$ cat config.mk
export PLATFORM = sky130hd
export DESIGN_NAME = prog_modulo_divider
export DESIGN_NICKNAME = d
export VERILOG_FILES = /design/src/rtl/divider_pkg.sv /design/src/rtl/prog_modulo_divider_mod_counter.sv /design/src/rtl/prog_modulo_divider.sv
export SDC_FILE = /design/constraint.sdc
export NUM_CORES = 1
export LEC_CHECK = 0
export BUFFER_PORTS_ARGS = -buffer_cell sky130_fd_sc_hd__buf_2
export CAP_MARGIN = 10
export CORE_MARGIN = 3
export CORE_UTILIZATION = 40
export CTS_BUF_LIST = sky130_fd_sc_hd__clkbuf_16
export DETAILED_ROUTE_END_ITERATION = 12
export HOLD_SLACK_MARGIN = 0.12
export RECOVER_POWER = 100
export SYNTH_ARGS = -nofsm -noshare
export SYNTH_HDL_FRONTEND = slang
export SYNTH_SLANG_ARGS = --single-unit
$ cat constraint.sdc
create_clock -name clk -period 5.1 [get_ports clk]
set_clock_uncertainty 0.2 [all_clocks]
set_input_delay 0.51 -clock clk [delete_from_list [all_inputs] [get_ports clk]]
set_output_delay 0.51 -clock clk [all_outputs]
set_load 0.1 [all_outputs]
$ cat src/rtl/divider_pkg.sv
// Shared constants and configuration record for the programmable modulo divider.
package divider_pkg;

  localparam int unsigned DEF_WIDTH = 8;
  localparam int unsigned DEF_DIV   = 6;

  localparam logic MODE_TOGGLE = 1'b0;
  localparam logic MODE_PULSE  = 1'b1;

  // Modulus/mode pair held in both the shadow and the active register
  typedef struct packed {
    logic [DEF_WIDTH-1:0] modulus;
    logic                 mode;
  } cfg_t;

endpackage

$ cat src/rtl/prog_modulo_divider_mod_counter.sv
// Modulo counter: counts 0..modulus-1 while enabled and flags the wrap cycle.
module mod_counter #(
  parameter int unsigned WIDTH = 8
) (
  input  logic             clk,
  input  logic             reset,
  input  logic             enable,
  input  logic [WIDTH-1:0] modulus,
  output logic [WIDTH-1:0] count,
  output logic             wrap_c
);

  logic [WIDTH-1:0] count_q;
  logic [WIDTH-1:0] count_d;

  // Terminal-count compare and next count
  always_comb begin
    count_d = count_q;
    wrap_c  = enable & (count_q == WIDTH'(modulus - WIDTH'(1)));
    if (enable) begin
      count_d = wrap_c ? '0 : WIDTH'(count_q + WIDTH'(1));
    end
  end

  // Count register with synchronous clear
  always_ff @(posedge clk) begin
    if (reset) count_q <= '0;
    else       count_q <= count_d;
  end

  assign count = count_q;

endmodule

$ cat src/rtl/prog_modulo_divider.sv
// Runtime-programmable modulo-N counter / clock divider with glitch-free
// reconfiguration: new modulus/mode waits in a shadow register until a wrap.
// Optional macro WRAP_CNT_EN adds a 16-bit wrap counter on wrap_count.
module prog_modulo_divider
  import divider_pkg::*;
#(
  parameter int unsigned WIDTH        = DEF_WIDTH,
  parameter int unsigned DEFAULT_DIV  = DEF_DIV,
  parameter bit          DEFAULT_MODE = 1'b0
) (
  input  logic             clk,
  input  logic             reset,
  input  logic             enable,
  input  logic [WIDTH-1:0] div_in,
  input  logic             mode_in,
  input  logic             div_load,
  output logic [WIDTH-1:0] state,
  output logic             tc,
  output logic             out,
  output logic             pending,
  output logic             err,
  output logic [15:0]      wrap_count
);

  localparam cfg_t CFG_RST = '{modulus: DEF_WIDTH'(DEFAULT_DIV), mode: DEFAULT_MODE};

  cfg_t active_q, active_d;
  cfg_t shadow_q, shadow_d;
  logic pending_q, pending_d;
  logic err_q, err_d;
  logic tc_q, tc_d;
  logic out_q, out_d;
  logic wrap_c;

  mod_counter #(.WIDTH(WIDTH)) u_cnt (
    .clk     (clk),
    .reset   (reset),
    .enable  (enable),
    .modulus (WIDTH'(active_q.modulus)),
    .count   (state),
    .wrap_c  (wrap_c)
  );

  // Output, shadow and config-apply logic; wrap applies the pre-edge shadow
  // before any same-edge load is captured, so that load waits for the next wrap
  always_comb begin
    active_d  = active_q;
    shadow_d  = shadow_q;
    pending_d = pending_q;
    err_d     = err_q;
    tc_d      = wrap_c;
    out_d     = (active_q.mode == MODE_PULSE) ? wrap_c : (out_q ^ wrap_c);
    if (wrap_c && pending_q) begin
      active_d  = shadow_q;
      pending_d = 1'b0;
    end
    if (div_load) begin
      if (div_in >= WIDTH'(2)) begin
        shadow_d  = '{modulus: DEF_WIDTH'(div_in), mode: mode_in};
        pending_d = 1'b1;
      end else begin
        err_d = 1'b1;
      end
    end
  end

  // Config and output registers
  always_ff @(posedge clk) begin
    if (reset) begin
      active_q  <= CFG_RST;
      shadow_q  <= CFG_RST;
      pending_q <= 1'b0;
      err_q     <= 1'b0;
      tc_q      <= 1'b0;
      out_q     <= 1'b0;
    end else begin
      active_q  <= active_d;
      shadow_q  <= shadow_d;
      pending_q <= pending_d;
      err_q     <= err_d;
      tc_q      <= tc_d;
      out_q     <= out_d;
    end
  end

  assign tc      = tc_q;
  assign out     = out_q;
  assign pending = pending_q;
  assign err     = err_q;

`ifdef WRAP_CNT_EN
  logic [15:0] wrap_cnt_q, wrap_cnt_d;

  // Wrap counter; the wrap that applies a new config restarts it at zero
  always_comb begin
    wrap_cnt_d = wrap_cnt_q;
    if (wrap_c) begin
      wrap_cnt_d = pending_q ? 16'h0000 : 16'(wrap_cnt_q + 16'd1);
    end
  end

  // Wrap counter register
  always_ff @(posedge clk) begin
    if (reset) wrap_cnt_q <= 16'h0000;
    else       wrap_cnt_q <= wrap_cnt_d;
  end

  assign wrap_count = wrap_cnt_q;
`else
  assign wrap_count = 16'h0000;
`endif

endmodule

==> metrics.md <==
| Metric | Value |
|---|---|
| Remaining antenna violation count after routing | 0 |
| Post-synthesis cell type count | 37 |
| CTS tree | built |
| Crit share post-route | a little over two thirds |
| Initial antenna violation count | 0 |
| Pwr/cell area | ~340 nW/µm² |
| DRC | 0 |
| R2R Setup Slk | approximately 1.5 ns |
| Hold path start | shadow_q[4]$_SDFFE_PP0P_ |
| Worst VDD drop | 219 µV |
| Via Count | approximately 1200 |
| Final Hold Viols | 0 |
| Nets | between 200 and 250 |
| Tot GR Track Use | 13.7% |
| Post-synth ARST share | 0% |
| Die width | slightly below 70 µm |
| Fill count | a little under 400 |
| Leakage dissipation | 0.664 nW |
| Slew headroom | a little under a quarter |
| Most used DFF post-synth | dfxtp_1 |
| I/O pins | 41 |
| CP Launch Point | active_q[1]$_SDFFE_PP0P_ |
| Slew @ Worst Pin | 1.17 ns |
| Cts bufs inserted | 5 |
| Later-pin clock latency in the skew report | between 0.2 and 0.3 ns |
| H-tree depth | 2 |
| #FFs+latches synth | 30 |
| Cts repair resizes | 0 |
| RSZ-0062 raised after global routing | no |
| Top cell type's share of synthesized area | between 30% and 40% |
| Height of the die | roughly 69 µm |
| Layout cell share with drive strength beyond 1 | between 8 and 9% |
| Status | complete, no violations |
| Leading area contributor after synthesis | dfxtp_1 |
| Total grt overflow | 0 |
| Clk sink count | 30 |
| PortBufs | 24 |
| First-pass GRT wire length | 4780 µm |
| Gate Count Post-Synth | 176 |
| Initial Util | a little over two fifths |
| Register area share after synthesis | 38.4% |
| Avg WL per Cell | 12.0 µm |
| Antenna fix cells | 0 |
| Reg2Reg Launch Point | active_q[1]$_SDFFE_PP0P_ |
| Vias per cell | roughly 5 |
| CP Launch Type | flip-flop |
| Final setup vio count | 0 |
| Hold buffers post-CTS | 0 |
| Post-route minimum period | approximately 3.6 ns |
| Syn_area_per_cell | between 8 and 9 µm² |
| Worst setup path endpoint | active_q[6]$_SDFFE_PP0P_ |
| Endpoint type of the worst setup path | flip-flop |
| Power consumption | roughly 0.6 mW |
| Sequential cell area | ~600 µm² |
| Multi-input combinational cell area | 837 µm² |
| Initial DRT Pass Iterations | 4 |
| Largest net degree at the start of global routing | 40 |
| Hpwl dp | roughly 2200 µm |
| Core Box Area | approximately 3700 µm² |
| Most common cell in the synthesized netlist | dfxtp_1 |
| Worst Hold Class | flip-flop to flip-flop |
| Synth warnings | 0 |
| Maximum fanout along the worst path | 8 |
| Max Clock Freq | roughly 0.28 GHz |
| Area growth syn-to-layout | 12.3% |
| Top cells by area, synth | dfxtp_1 (38%), buf_4 (7.7%), nand2b_1 (7.2%), mux2i_1 (7.0%), xor2_1 (3.9%) |
| Worst Path Required | 5.09 ns |
| Worst setup path class | flip-flop to flip-flop |
| WP data arrival | 3.55 ns |
| RR Endpoint | active_q[6]$_SDFFE_PP0P_ |
| WL final | ~3000 µm |
| Die ar. | roughly 4700 µm² |
| Clock Path Buffers | 2 |
| GP Congestion | slightly below 0.8 |
| EDFF count, synth | 0 |
| CTS clock-pin slew for the worst setup and hold paths | 0.05 ns |
| Slew Viols, Final | 0 |
| Synthesized area | roughly 1600 µm² |
| Root Driver | clkbuf_16 |
| Most frequent cells after synthesis | dfxtp_1 (30), nand2b_1 (18), buf_4 (16) |
| Worst-case reg-to-reg path depth | 8 |
| Final setup TNS | 0 ns |
| Maxcap violations | 0 |
| Vias in the first global route | 1082 |
| Rows | 22 |
| Drt initial violations | 60 |
| Setup Buffers After CTS | 0 |
[layout by cell type, fill, tap and decap left out, drive strengths merged, types with 4 or more instances in the layout]
cell and n:
dfxtp 30, nor3 7, clkbuf 19, nor4 4
nor2 8, conb 16, mux2i 11, xnor2 6
xor2 7, inv 6, buf 11, nand2b 18
a21oi 11, nand2 15
[sequential cells by signal, indices dropped and copies added (netlist names)]
signal and count:
u_cnt.count 8, shadow_q 9, tc 1, out 1, pending 1, err 1
active_q 9
[area by class of cell]
cell class / count / area share [%]
Multi-Input combinational cell: 132 / 47.6
Sequential cell: 30 / 34.2
Clock buffer: 5 / 7.12
Timing Repair Buffer: 25 / 6.13
Tap cell: 48 / 3.42
Inverter: 6 / 1.28
Clock inverter: 1 / 0.214
[kinds of logic (layout without fill, tap and decap cells)]
| group | after synthesis | count (layout) | share of synthesized area [%] |
|---|---|---|---|
| other | 1 | 16 | 0.240 |
| adder cells (fa/ha/maj) | 2 | 2 | 1.60 |
| flip-flops | 30 | 30 | 38.4 |
| AO/OA/AOI/OAI | 24 | 24 | 10.8 |
| multiplexers | 11 | 11 | 7.04 |
| buffers and inverters | 29 | 37 | 11.3 |
| XOR/XNOR | 13 | 13 | 7.28 |
| AND/OR/NAND/NOR | 66 | 66 | 23.4 |
[report_power, final]
| group | switching (mW) | leakage [nW] | internal, mW | total [mW] |
|---|---|---|---|---|
| Sequential | 0.00502 | 0.244 | 0.241 | 0.246 |
| Clock | 0.0876 | 0.0632 | 0.172 | 0.260 |
| Combinational | 0.0800 | 0.356 | 0.0127 | 0.0928 |
[layer usage]
metal	track usage (%)	share of wire, %	wire, µm	up-vias
met4	5.96	1.6	47	0
li1	-	-	-	623
met1	16.7	47	1380	561
met3	4.86	8.6	253	6
met2	21.6	43	1280	44
met5	0	0	0	-
[how the worst min path moves through the flow]
stage / to / slack, ns / cells after the start
after detailed placement: shadow_q[7]$_SDFFE_PP0P_ / 0.25 / 2
after floorplan: shadow_q[4]$_SDFFE_PP0P_ / 0.24 / 2
final: shadow_q[4]$_SDFFE_PP0P_ / 0.26 / 2
after global routing: shadow_q[3]$_SDFFE_PP1P_ / 0.28 / 3
after global placement: shadow_q[8]$_SDFFE_PP0P_ / 0.25 / 2
after CTS: shadow_q[7]$_SDFFE_PP0P_ / 0.26 / 2
[critical path, cell delays in order (launching register included)]
cell      delay, ns
dfxtp_1        0.34
inv_1          0.07
ha_1           0.18
or3b_1         0.40
or4_1          0.41
a211o_1        0.40
nor4_1         0.82
clkbuf_1       0.42
mux2i_1        0.25
[metrics by stage]
| step | instances | setup WS [ns] | util (%) | area (µm²) | hold WS (ns) |
|---|---|---|---|---|---|
| floorplan | 191 | 2.20 | - | 1620 | 0.237 |
| global placement | 240 | 1.79 | 44.3 | 1650 | 0.247 |
| detailed placement | 240 | 1.59 | 44.3 | 1650 | 0.252 |
| CTS | 246 | 1.58 | 47.8 | 1780 | 0.258 |
| global route | 247 | 1.34 | 47.3 | 1760 | 0.279 |
| finish | 247 | 1.54 | 47.3 | 1760 | 0.257 |
(Power assumes the default switching activity.)
